<file path="config.mk">
export PLATFORM = sky130hd
export DESIGN_NAME = multicycle_control_fsm
export DESIGN_NICKNAME = d
export VERILOG_FILES = /design/src/rtl/multicycle_control_fsm.sv
export SDC_FILE = /design/constraint.sdc
export NUM_CORES = 1
export LEC_CHECK = 0
export BUFFER_PORTS_ARGS = -buffer_cell sky130_fd_sc_hd__clkbuf_2
export CORE_ASPECT_RATIO = 0.6
export CORE_MARGIN = 3
export CORE_UTILIZATION = 40
export DETAILED_ROUTE_END_ITERATION = 10
export GPL_ROUTABILITY_DRIVEN = 0
export GPL_TIMING_DRIVEN = 0
export PLACE_DENSITY_LB_ADDON = 0.15
export SYNTH_ARGS = -nofsm -noshare
export SYNTH_HDL_FRONTEND = slang
export SYNTH_SLANG_ARGS = --single-unit
</file>
<file path="constraint.sdc">
create_clock -name clk -period 3.3 [get_ports clk]
set_input_delay 0.66 -clock clk [delete_from_list [all_inputs] [get_ports clk]]
set_output_delay 0.66 -clock clk [all_outputs]
set_load 0.01 [all_outputs]
</file>
<file path="src/rtl/multicycle_control_fsm.sv">
// Moore controller that sequences one MIPS instruction over 3-5 cycles, with a memory
// ready/request handshake, stall timeout and illegal-opcode trap. Define MIPS_BNE_EN to add bne.
module multicycle_control_fsm #(
    parameter int               OPW      = 6,
    parameter logic [OPW-1:0]   OP_RTYPE = 6'b000000,
    parameter logic [OPW-1:0]   OP_LW    = 6'b100011,
    parameter logic [OPW-1:0]   OP_SW    = 6'b101011,
    parameter logic [OPW-1:0]   OP_BEQ   = 6'b000100,
    parameter logic [OPW-1:0]   OP_ADDI  = 6'b001000,
    parameter logic [OPW-1:0]   OP_J     = 6'b000010,
    parameter logic [OPW-1:0]   OP_BNE   = 6'b000101,
    parameter int               TIMEOUT  = 16,
    parameter int               TW       = 5
) (
    input  logic           clk,
    input  logic           rst,
    input  logic [OPW-1:0] Opcode,
    input  logic           mem_ready,
    output logic           mem_req,
    output logic           IorD,
    output logic           MemWrite,
    output logic           IRWrite,
    output logic           PCWrite,
    output logic           Branch,
    output logic           BranchNe,
    output logic [1:0]     PCSrc,
    output logic           ALUSrcA,
    output logic [1:0]     ALUSrcB,
    output logic [1:0]     ALUOp,
    output logic           RegWrite,
    output logic           MemtoReg,
    output logic           RegDst,
    output logic [3:0]     state,
    output logic           err,
    output logic [1:0]     err_cause
);

    localparam logic [3:0] S_FETCH   = 4'd0;
    localparam logic [3:0] S_DECODE  = 4'd1;
    localparam logic [3:0] S_MEMADR  = 4'd2;
    localparam logic [3:0] S_MEMRD   = 4'd3;
    localparam logic [3:0] S_MEMWB   = 4'd4;
    localparam logic [3:0] S_MEMWR   = 4'd5;
    localparam logic [3:0] S_EXECUTE = 4'd6;
    localparam logic [3:0] S_ALUWB   = 4'd7;
    localparam logic [3:0] S_BEQ     = 4'd8;
    localparam logic [3:0] S_ADDIEX  = 4'd9;
    localparam logic [3:0] S_ADDIWB  = 4'd10;
    localparam logic [3:0] S_JUMP    = 4'd11;
    localparam logic [3:0] S_ERR     = 4'd12;
`ifdef MIPS_BNE_EN
    localparam logic [3:0] S_BNE     = 4'd13;
`endif

    localparam logic [1:0] CAUSE_ILLEGAL = 2'b01;
    localparam logic [1:0] CAUSE_TIMEOUT = 2'b10;

    // With TIMEOUT=0 the limit value is meaningless; the trap is masked below.
    localparam logic [TW-1:0] WAIT_LIMIT = TW'(TIMEOUT - 1);

    logic [3:0]    next_state;
    logic [1:0]    trap_cause;
    logic [TW-1:0] wait_cnt;
    logic          waiting;
    logic          timed_out;

    assign waiting   = (state == S_FETCH) || (state == S_MEMRD) || (state == S_MEMWR);
    assign timed_out = (TIMEOUT != 0) && waiting && !mem_ready && (wait_cnt == WAIT_LIMIT);

    always_comb begin
        next_state = state;
        trap_cause = 2'b00;
        case (state)
            S_FETCH:   if (mem_ready) next_state = S_DECODE;
            S_DECODE: begin
                if (Opcode == OP_LW || Opcode == OP_SW) next_state = S_MEMADR;
                else if (Opcode == OP_RTYPE)            next_state = S_EXECUTE;
                else if (Opcode == OP_BEQ)              next_state = S_BEQ;
                else if (Opcode == OP_ADDI)             next_state = S_ADDIEX;
                else if (Opcode == OP_J)                next_state = S_JUMP;
`ifdef MIPS_BNE_EN
                else if (Opcode == OP_BNE)              next_state = S_BNE;
`else
                else if (Opcode == OP_BNE) begin
                    next_state = S_ERR;
                    trap_cause = CAUSE_ILLEGAL;
                end
`endif
                else begin
                    next_state = S_ERR;
                    trap_cause = CAUSE_ILLEGAL;
                end
            end
            S_MEMADR:  next_state = (Opcode == OP_LW) ? S_MEMRD : S_MEMWR;
            S_MEMRD:   if (mem_ready) next_state = S_MEMWB;
            S_MEMWB:   next_state = S_FETCH;
            S_MEMWR:   if (mem_ready) next_state = S_FETCH;
            S_EXECUTE: next_state = S_ALUWB;
            S_ALUWB:   next_state = S_FETCH;
            S_BEQ:     next_state = S_FETCH;
            S_ADDIEX:  next_state = S_ADDIWB;
            S_ADDIWB:  next_state = S_FETCH;
            S_JUMP:    next_state = S_FETCH;
`ifdef MIPS_BNE_EN
            S_BNE:     next_state = S_FETCH;
`endif
            S_ERR:     next_state = S_ERR;
            default:   next_state = S_FETCH;
        endcase
        // A stalled access that reaches the limit overrides the normal successor.
        if (timed_out) begin
            next_state = S_ERR;
            trap_cause = CAUSE_TIMEOUT;
        end
    end

    // Only the wait states self-loop, so any state change is an entry that restarts the count.
    always_ff @(posedge clk) begin
        if (rst) begin
            state     <= S_FETCH;
            wait_cnt  <= '0;
            err       <= 1'b0;
            err_cause <= 2'b00;
        end else begin
            state <= next_state;
            if (next_state != state)
                wait_cnt <= '0;
            else if (waiting && !mem_ready)
                wait_cnt <= wait_cnt + 1'b1;
            if (next_state == S_ERR && state != S_ERR) begin
                err       <= 1'b1;
                err_cause <= trap_cause;
            end
        end
    end

    always_comb begin
        mem_req  = 1'b0;
        IorD     = 1'b0;
        MemWrite = 1'b0;
        IRWrite  = 1'b0;
        PCWrite  = 1'b0;
        Branch   = 1'b0;
        BranchNe = 1'b0;
        PCSrc    = 2'b00;
        ALUSrcA  = 1'b0;
        ALUSrcB  = 2'b00;
        ALUOp    = 2'b00;
        RegWrite = 1'b0;
        MemtoReg = 1'b0;
        RegDst   = 1'b0;
        case (state)
            S_FETCH: begin
                mem_req = 1'b1;
                ALUSrcB = 2'b01;
                IRWrite = mem_ready;
                PCWrite = mem_ready;
            end
            S_DECODE:  ALUSrcB = 2'b11;
            S_MEMADR: begin
                ALUSrcA = 1'b1;
                ALUSrcB = 2'b10;
            end
            S_MEMRD: begin
                mem_req = 1'b1;
                IorD    = 1'b1;
            end
            S_MEMWB: begin
                RegWrite = 1'b1;
                MemtoReg = 1'b1;
            end
            S_MEMWR: begin
                mem_req  = 1'b1;
                IorD     = 1'b1;
                MemWrite = 1'b1;
            end
            S_EXECUTE: begin
                ALUSrcA = 1'b1;
                ALUOp   = 2'b10;
            end
            S_ALUWB: begin
                RegWrite = 1'b1;
                RegDst   = 1'b1;
            end
            S_BEQ: begin
                ALUSrcA = 1'b1;
                ALUOp   = 2'b01;
                PCSrc   = 2'b01;
                Branch  = 1'b1;
            end
            S_ADDIEX: begin
                ALUSrcA = 1'b1;
                ALUSrcB = 2'b10;
            end
            S_ADDIWB:  RegWrite = 1'b1;
            S_JUMP: begin
                PCSrc   = 2'b10;
                PCWrite = 1'b1;
            end
`ifdef MIPS_BNE_EN
            S_BNE: begin
                ALUSrcA  = 1'b1;
                ALUOp    = 2'b01;
                PCSrc    = 2'b01;
                BranchNe = 1'b1;
            end
`endif
            default: ;
        endcase
    end

endmodule

</file>
* Yosys cells after proc, flatten, opt, wreduce, memory -nomap -nowiden
Index checks and enable logic that the tools add are counted.
** Storage, ports and cells
- Latch bits :: 0
- Bits in writable memories :: 0
- Output and inout bits :: 24
- Bits of input ports :: 9
- Bits in registers :: 12
- ROM bits :: 0
- Memories kept :: 0
- Word-level logic and storage cells :: 72
** Cells by class
- Multipliers :: 0
- Add/sub/neg operators :: 1
- Bitwise gates (word level) :: 0
- Mux-type cells :: 31
- Divide/modulo/power cells :: 0
- Shift operators :: 0
- Reduce and logical (&&, ||, !) cells :: 15
- Magnitude comparators :: 0
- Eq/ne operators :: 21
** Operator list (count)
- $pmux W4 S8 :: 1
- $eq A4 B4 Y1 const B :: 6
- $mux W4 :: 6
- $eq A4 B3 Y1 const B :: 4
- $mux W1 :: 14
- $eq A6 B6 Y1 const B :: 2
- $mux W3 :: 4
- $eq A4 B2 Y1 const B :: 2
- $pmux W2 S2 :: 2
- $eq A6 B2 Y1 const B :: 1
- $eq A6 B3 Y1 const B :: 1
- $eq A6 B4 Y1 const B :: 1
- $logic_not A6 Y1 :: 1
- $pmux W2 S3 :: 1
- $reduce_or A2 Y1 :: 3
- $reduce_or A3 Y1 :: 2
- $add A5 B1 Y5 const B :: 1
- $eq A5 B4 Y1 const B :: 1
- $eq A4 B1 Y1 const B :: 1
- $logic_not A4 Y1 :: 1
- $mux W2 :: 2
- $ne A4 B4 Y1 :: 1
- $ne A4 B4 Y1 const B :: 1
- $reduce_or A4 Y1 :: 1
- other kinds (4) :: 8

* Logic depth before layout (Yosys ltp)
Gate-level depths: netlist of the first run.
- Depth after elaboration :: 10
- Gate-level depth with buffers :: 9
- Depth with buffers taken out :: 9

* Worst setup path before layout of the first run
No wires, ideal clock.
- Path kind :: input to register
- Start :: input port Opcode[5]
- End :: register wait_cnt[4]
- Data arrival time :: 2.508 ns
- Path slack :: 0.692 ns
- Stages :: 6
- Required time :: 3.200 ns
- Cells stage by stage :: or4_1 a211o_1 a311oi_2 xnor2_1 a211o_4 a2111oi_4
** On the way
- Word-level cells in the longest chain between the ends :: 10
- Elaborated cells between the ends (all ways) :: 17
** RTL lines
- from (decl) :: RTL line 17 : input logic [OPW-1:0] Opcode,
- $eq A6 B2 Y1 :: RTL line 80 : else if (Opcode == OP_J) next_state = S_JUMP;
- $mux W3 :: RTL line 80
- $mux W3 :: RTL line 79 : else if (Opcode == OP_ADDI) next_state = S_ADDIEX;
- $mux W3 :: RTL line 78 : else if (Opcode == OP_BEQ) next_state = S_BEQ;
- $mux W4 :: RTL line 77 : else if (Opcode == OP_RTYPE) next_state = S_EXECUTE;
- $mux W4 :: RTL line 76 : if (Opcode == OP_LW || Opcode == OP_SW) next_state = S_MEMADR;
- $pmux W4 S8 * :: RTL line 73 : case (state)
- $mux W4 * :: RTL line 111 : if (timed_out) begin
- $ne A4 B4 Y1 * :: RTL line 126 : if (next_state != state)
- $reduce_or A2 Y1 (no line) *
- to (signal assigned) :: RTL line 129 : wait_cnt <= wait_cnt + 1'b1;
- to (decl) :: RTL line 63 : logic [TW-1:0] wait_cnt;
Mark *: on every way between the ends. The rest lies on a longest branch, timed or not.
A chain may end at the register's enable or synchronous reset.

* Worst setup path in the final report of the first run
- Start :: register wait_cnt[0]
- End :: register wait_cnt[4]
** On the way
- Word-level cells in the longest chain between the ends :: 5
- Elaborated cells between the ends (all ways) :: 6
** RTL lines
- $eq A5 B4 Y1 :: RTL line 68 : assign timed_out = (TIMEOUT != 0) && waiting && !mem_ready && (wait_cnt == WAIT_LIMIT);
- $logic_and A1 B1 Y1 :: RTL line 68
- $mux W4 :: RTL line 111
- $ne A4 B4 Y1 :: RTL line 126
- $reduce_or A2 Y1 (no line)
Parallel ways exist; a longest one is shown, timed or not.

==> qor.yml, run 1 <==
cts.repair_timing.setup_buffer_count: 0
final.hold.worst_slack_ps: 455.1
relSlewSlack_pct: 35.73
pwr_density_cell_mw_per_mm2: 457.1
worstMarginPinSlew_ps: 961.7
min_period_over_period_pct: 87.49
tns_setup_ps: 0
cap_viol_max_count: 0
drt_iter0_markers: 60
final_core_utilization_pct: 55.02
hpwl_um: 2116
via_count_of_the_first_global_routing_pass: 951
timing.critical_path.buf_inv: 0
buffer_ports.inserted: 31
initial_utilization_pct: 43.92
drc: 0
drive_above_1_share_pct: 26.35
synth.cell_area_sq_um: 985.9
finalWorstSetupSlack_ps: 412.7
yosys-top-cells-area: "sky130_fd_sc_hd__dfxtp_1, sky130_fd_sc_hd__nor3_1, sky130_fd_sc_hd__nor2_1"
post-synth-top-area-cell: "sky130_fd_sc_hd__dfxtp_1"
worstPathArrival_ps: 3030
placementRows: 13
grt_overflow_total: 0
antenna_cells_inserted: 0
wire_per_inst_um: 13.87
post_cts_hold_buffer_count: 0
unrepaired_setup_endpoints_after_global_routing: "no"
holdCritStartpoint: "err$_SDFFE_PP0P_"
syn-mean-instance-area_sq_um: 7.469
drt-pass1-iter-count: 4
final.fill_count: 224
synth.ff_latch_count: 12
synth_cell_types: 42
finish.instance_area_sq_mm: 0.001235
layout_min_cycle_time_ps: 2887
grt_util_all_layers_pct: 18.38
die_h_um: 44.46
critPathKind: "flip-flop to flip-flop"
synthesis.instances: 132
worst_setup_path_end_kind: "flip-flop"
synth-edff-count: 0
maximum_number_of_pins_on_one_net_before_global_route_repair: 11
min_delay_worst_endpoint: "err$_SDFFE_PP0P_"
crit_slowest_cell: "sky130_fd_sc_hd__a2111oi_1"
critPathMaxStageDelay_ps: 840
tritoncts.num_buffers: 3
die_width_um: 70.10
clk_latency_ps: 240
reg2reg_depth: 9
regToRegStartpoint: "wait_cnt[0]$_SDFFE_PP0P_"
grt_antenna_before_repair: 0
r2r-end: "wait_cnt[4]$_SDFFE_PP0P_"
hold_path_depth: 2
num_vias: 1080
cts_resized: 0
grt_pass1_wl_um: 4491
critical_path.top_delay_family: "compound AO/OA/AOI/OAI gates"
htree_levels: 1
net_count_final: 179
min-delay-path-class: "flip-flop to flip-flop"
synth_top_area_share_pct: 24.37
slew_violations: 0
finalSetupViolations: 0
critical_path.startpoint_type: "flip-flop"
outcome: "finished clean"
seq_area_frac_synth_pct: 24.37
post_drt_via_cell_ratio: 5.482
tritoncts: "built"
synth-warning-count: 0
drt-total-wl_um: 2732
report.final.hold_viol_count: 0
critical-path-top-cell-by-count: "sky130_fd_sc_hd__ha_1"
die_area_sq_mm: 0.003116
skew_ps: 0.3353
max_freq_mhz: 346.3
syn_nets: 143
dp_slack_ps: 132.2
ioPinCount: 33
cp_max_fo: 5
relative_area_change_from_synthesis_to_final_layout_pct: 25.25
clock_sink_count: 12
core_region_area_sq_mm: 0.002245
postSynth.topFlopCell: "sky130_fd_sc_hd__dfxtp_1"
critical_path.cell_chain: "ha_1 > and3_1 > ha_1 > nand2b_1 > a2111oi_1 > a311oi_2 > xnor2_1 > a211o_4 > a2111oi_4"
worst-endpoint-required_ps: 3440
max-vdd-ir-drop_uv: 208.5
cts-root-buf: "sky130_fd_sc_hd__clkbuf_8"
maximum_number_of_buffers_from_clock_root_to_sink: 2
path_clk_slew_ps: 50
post_placement_cell_area_sq_mm: 0.001179
synthArstFlopShare_pct: 0
total_leakage_power_nw: 0.5068
rrSetupSlack_ps: 410
postRouteAntennaNets: 0
[how the worst max path moves through the flow]
stage                                        start                       end  slack [ps]  cells after the start
final                     wait_cnt[0]$_SDFFE_PP0P_  wait_cnt[4]$_SDFFE_PP0P_         410                      9
after global routing      wait_cnt[0]$_SDFFE_PP0P_  wait_cnt[4]$_SDFFE_PP0P_         190                      9
after global placement                   mem_ready  wait_cnt[4]$_SDFFE_PP0P_         150                      7
after floorplan                          Opcode[5]  wait_cnt[4]$_SDFFE_PP0P_         690                      6
after CTS                 wait_cnt[0]$_SDFFE_PP0P_  wait_cnt[4]$_SDFFE_PP0P_         150                      9
after detailed placement                 mem_ready  wait_cnt[4]$_SDFFE_PP0P_         130                      7
[worst reg2reg max path: stages (launching register included)]
cell and delay [ps]:
sky130_fd_sc_hd__dfxtp_1 370, sky130_fd_sc_hd__ha_1 190, sky130_fd_sc_hd__and3_1 160, sky130_fd_sc_hd__ha_1 140
sky130_fd_sc_hd__nand2b_1 100, sky130_fd_sc_hd__a2111oi_1 840, sky130_fd_sc_hd__a311oi_2 150, sky130_fd_sc_hd__xnor2_1 200
sky130_fd_sc_hd__a211o_4 320, sky130_fd_sc_hd__a2111oi_4 320
[state kept, by name, indices dropped and copies added (netlist names)]
| signal | count |
|---|---|
| err | 1 |
| err_cause | 2 |
| state | 4 |
| wait_cnt | 5 |
[layer usage]
metal,track usage [%],up-vias,routed length (um)
li1,-,548,-
met1,26.72,494,1416
met2,25.33,34,1077
met3,4.762,4,191
met4,8.015,0,46
met5,0,-,0
[cells by family after synthesis]
family / share of synthesized area [%]
other cells: 0.3803
xor+xnor: 7.107
compound gates: 24.75
simple gates: 30.46
mux: 3.046
fa+ha+maj: 2.538
buf+inv: 7.359
flops: 24.37
[synthesized netlist by cell type (3+ instances only)]
master and count:
sky130_fd_sc_hd__a211oi_1 3, sky130_fd_sc_hd__a21oi_1 7, sky130_fd_sc_hd__and3_1 3, sky130_fd_sc_hd__clkbuf_1 5
sky130_fd_sc_hd__dfxtp_1 12, sky130_fd_sc_hd__inv_1 8, sky130_fd_sc_hd__mux2i_1 3, sky130_fd_sc_hd__nand2_1 9
sky130_fd_sc_hd__nor2_1 15, sky130_fd_sc_hd__nor2b_1 4, sky130_fd_sc_hd__nor3_1 12, sky130_fd_sc_hd__o21ai_0 3
sky130_fd_sc_hd__o22ai_1 4, sky130_fd_sc_hd__or3_1 3, sky130_fd_sc_hd__xnor2_1 6
[where the power goes]
part | total, mW | switching, mW | internal, mW
sequential | 0.171 | 0.0150 | 0.156
clock | 0.162 | 0.0559 | 0.106
combinational | 0.232 | 0.143 | 0.0893
total | 0.564 | 0.214 | 0.351
[stage by stage]
| stage | total power [mW] | cells |
|---|---|---|
| final | 0.5644 | 197 |
| after global routing | 0.6011 | 197 |
| after CTS | 0.5667 | 197 |
| after detailed placement | 0.4038 | 193 |
| after global placement | 0.3985 | 193 |
| after floorplan | 0.3303 | 132 |
[placed cells by master (no fill, tap or decap), types with 2 or more instances in the layout]
cell                       instances
sky130_fd_sc_hd__a211oi_1          3
sky130_fd_sc_hd__a21oi_1           7
sky130_fd_sc_hd__and2_1            2
sky130_fd_sc_hd__and3_1            3
sky130_fd_sc_hd__buf_4             2
sky130_fd_sc_hd__clkbuf_1          5
sky130_fd_sc_hd__clkbuf_2         31
sky130_fd_sc_hd__clkbuf_8          4
sky130_fd_sc_hd__dfxtp_1          12
sky130_fd_sc_hd__ha_1              2
sky130_fd_sc_hd__inv_1             8
sky130_fd_sc_hd__mux2i_1           3
sky130_fd_sc_hd__nand2_1           9
sky130_fd_sc_hd__nand2b_1          2
sky130_fd_sc_hd__nor2_1           15
sky130_fd_sc_hd__nor2b_1           4
sky130_fd_sc_hd__nor3_1           12
sky130_fd_sc_hd__nor3b_1           2
sky130_fd_sc_hd__o21ai_0           3
sky130_fd_sc_hd__o22ai_1           4
sky130_fd_sc_hd__o32ai_1           2
sky130_fd_sc_hd__or3_1             3
sky130_fd_sc_hd__or4_1             2
sky130_fd_sc_hd__xnor2_1           6
sky130_fd_sc_hd__xor2_1            2
[area by class of cell]
class	instances	area, sq um	area share [%]
sequential	12	240.2	19.45
inverter	8	30.03	2.432
tap	30	37.54	3.040
buffer	9	42.54	3.445
clock buffer	4	55.05	4.458
multi-input combinational	103	674.4	54.61
timing repair buffer	31	155.1	12.56
No activity file was read; power rests on OpenSTA's default activity.
==> run 2, diff against run 1 <==
- CORE_MARGIN: 3 -> 4
- PLACE_DENSITY: default -> 0.74
- PLACE_DENSITY_LB_ADDON: 0.15 -> default
- SLEW_MARGIN: default -> 20
==> qor.yml, run 2 (synthesized netlist as in run 1, its figures left out) <==
worst-endpoint-required_ps: 3440
wire_per_inst_um: 14.20
multi_input_area_sq_um: 674.4
grt_util_all_layers_pct: 17.89
max-vdd-ir-drop_uv: 211.9
cp_max_fo: 5
ioPinCount: 33
antenna_cells_inserted: 0
skew_ps: 3.271
tns_setup_ps: 0
report.final.hold_viol_count: 0
pwr_density_cell_mw_per_mm2: 457.5
min-delay-path-class: "flip-flop to flip-flop"
drt-pass1-iter-count: 4
critical_path.startpoint_type: "flip-flop"
largest_register_ffs: 5
drive_above_1_share_pct: 26.35
postRouteAntennaNets: 0
cts-root-buf: "sky130_fd_sc_hd__clkbuf_8"
die_area_sq_mm: 0.003349
worstMarginPinSlew_ps: 887.4
area_of_all_sequential_standard_cells_sq_um: 240.2
maximum_number_of_pins_on_one_net_before_global_route_repair: 11
layout_commonest_cell: "sky130_fd_sc_hd__clkbuf_2"
min_period_over_period_pct: 85.08
maximum_number_of_buffers_from_clock_root_to_sink: 2
num_vias: 1124
htree_levels: 1
biggestRegsByFlops: "wait_cnt (5), state (4), err_cause (2)"
via_count_of_the_first_global_routing_pass: 951
place.detailed.instances: 193
holdCritStartpoint: "err$_SDFFE_PP0P_"
clk_latency_ps: 240
register_name_with_the_most_flops: "wait_cnt"
hpwl_um: 2175
critPathKind: "flip-flop to flip-flop"
layout_min_cycle_time_ps: 2808
relative_area_change_from_synthesis_to_final_layout_pct: 25.25
drt-total-wl_um: 2798
mostFrequentLayoutCells: "sky130_fd_sc_hd__clkbuf_2, sky130_fd_sc_hd__nor2_1, sky130_fd_sc_hd__nor3_1, sky130_fd_sc_hd__dfxtp_1, sky130_fd_sc_hd__nand2_1"
post_drt_via_cell_ratio: 5.706
tritoncts.num_buffers: 3
total_leakage_power_nw: 0.5068
worst_setup_path_end_kind: "flip-flop"
max_freq_mhz: 356.2
final.fill_count: 214
final_cells: 197
slew_violations: 0
drt_iter0_markers: 87
finalSetupViolations: 0
placementRows: 13
grt_overflow_total: 0
net_count_final: 179
drc: 0
path_clk_slew_ps: 50
relSlewSlack_pct: 40.69
unrepaired_setup_endpoints_after_global_routing: "no"
post_cts_hold_buffer_count: 0
cts.repair_timing.setup_buffer_count: 0
cts_resized: 0
regToRegStartpoint: "wait_cnt[0]$_SDFFE_PP0P_"
timing.critical_path.from: "wait_cnt[0]$_SDFFE_PP0P_"
worstPathArrival_ps: 2950
outcome: "finished clean"
cap_viol_max_count: 0
die_h_um: 46.46
grt_antenna_before_repair: 0
initial_utilization_pct: 43.61
core_region_area_sq_mm: 0.002261
tritoncts: "built"
grt_pass1_wl_um: 4547
clock_sink_count: 12
die_width_um: 72.10
buffer_ports.inserted: 31
-- run 2: cell counts in the layout (fill, tap and decap cells not counted) --
No cell type changed its count.
-- run 2: layer usage --
| layer | vias up | GRT usage, % | wire length (um) |
|---|---|---|---|
| met5 | - | 0 | 0 |
| met4 | 0 | 6.367 | 30 |
| met3 | 4 | 4.793 | 338 |
| met2 | 69 | 26.76 | 1155 |
| met1 | 505 | 24.71 | 1274 |
| li1 | 546 | - | - |
-- run 2: worst paths after layout --
check	endpoint	slack, ps	cells after the start
worst max-delay path	wait_cnt[4]$_SDFFE_PP0P_	490	9
worst min-delay path	err$_SDFFE_PP0P_	450	2
worst max register to register	wait_cnt[4]$_SDFFE_PP0P_	490	9
worst min register to register	err$_SDFFE_PP0P_	450	2
-- run 2: cell type report --
cell class                      instances  area share, %
Timing Repair Buffer                   31          12.56
Clock buffer                            4          4.458
Multi-Input combinational cell        103          54.61
Sequential cell                        12          19.45
Buffer                                  9          3.445
Inverter                                8          2.432
Tap cell                               30          3.040
-- run 2: where the power goes --
group | leakage [nW] | internal [mW] | switching (mW)
clock network | 0.0288 | 0.105 | 0.0551
registers | 0.0973 | 0.156 | 0.0144
logic | 0.381 | 0.0892 | 0.145
total | 0.507 | 0.350 | 0.215
-- run 2: stage by stage --
stage          area (sq um)  total power [mW]  hold WS, ps  util [%]  worst slack (ps)
2_1_floorplan         985.9            0.3303        463.5         -             692.1
3_3_place_gp           1179            0.3970        437.5     52.13             251.6
3_5_place_dp           1180            0.4023        446.7     52.19             450.3
4_1_cts                1235            0.5652        456.6     54.62             486.7
5_1_grt                1235            0.5983        479.3     54.62             303.4
6_report               1235            0.5650        450.9     54.62             492.4
-- run 2: worst max-delay path, stage by stage (launching register included) --
cell                        delay [ps]
sky130_fd_sc_hd__dfxtp_1           370
sky130_fd_sc_hd__ha_1              180
sky130_fd_sc_hd__and3_1            160
sky130_fd_sc_hd__ha_1              150
sky130_fd_sc_hd__nand2b_1          100
sky130_fd_sc_hd__a2111oi_1         780
sky130_fd_sc_hd__a311oi_2          150
sky130_fd_sc_hd__xnor2_1           190
sky130_fd_sc_hd__a211o_4           310
sky130_fd_sc_hd__a2111oi_4         320
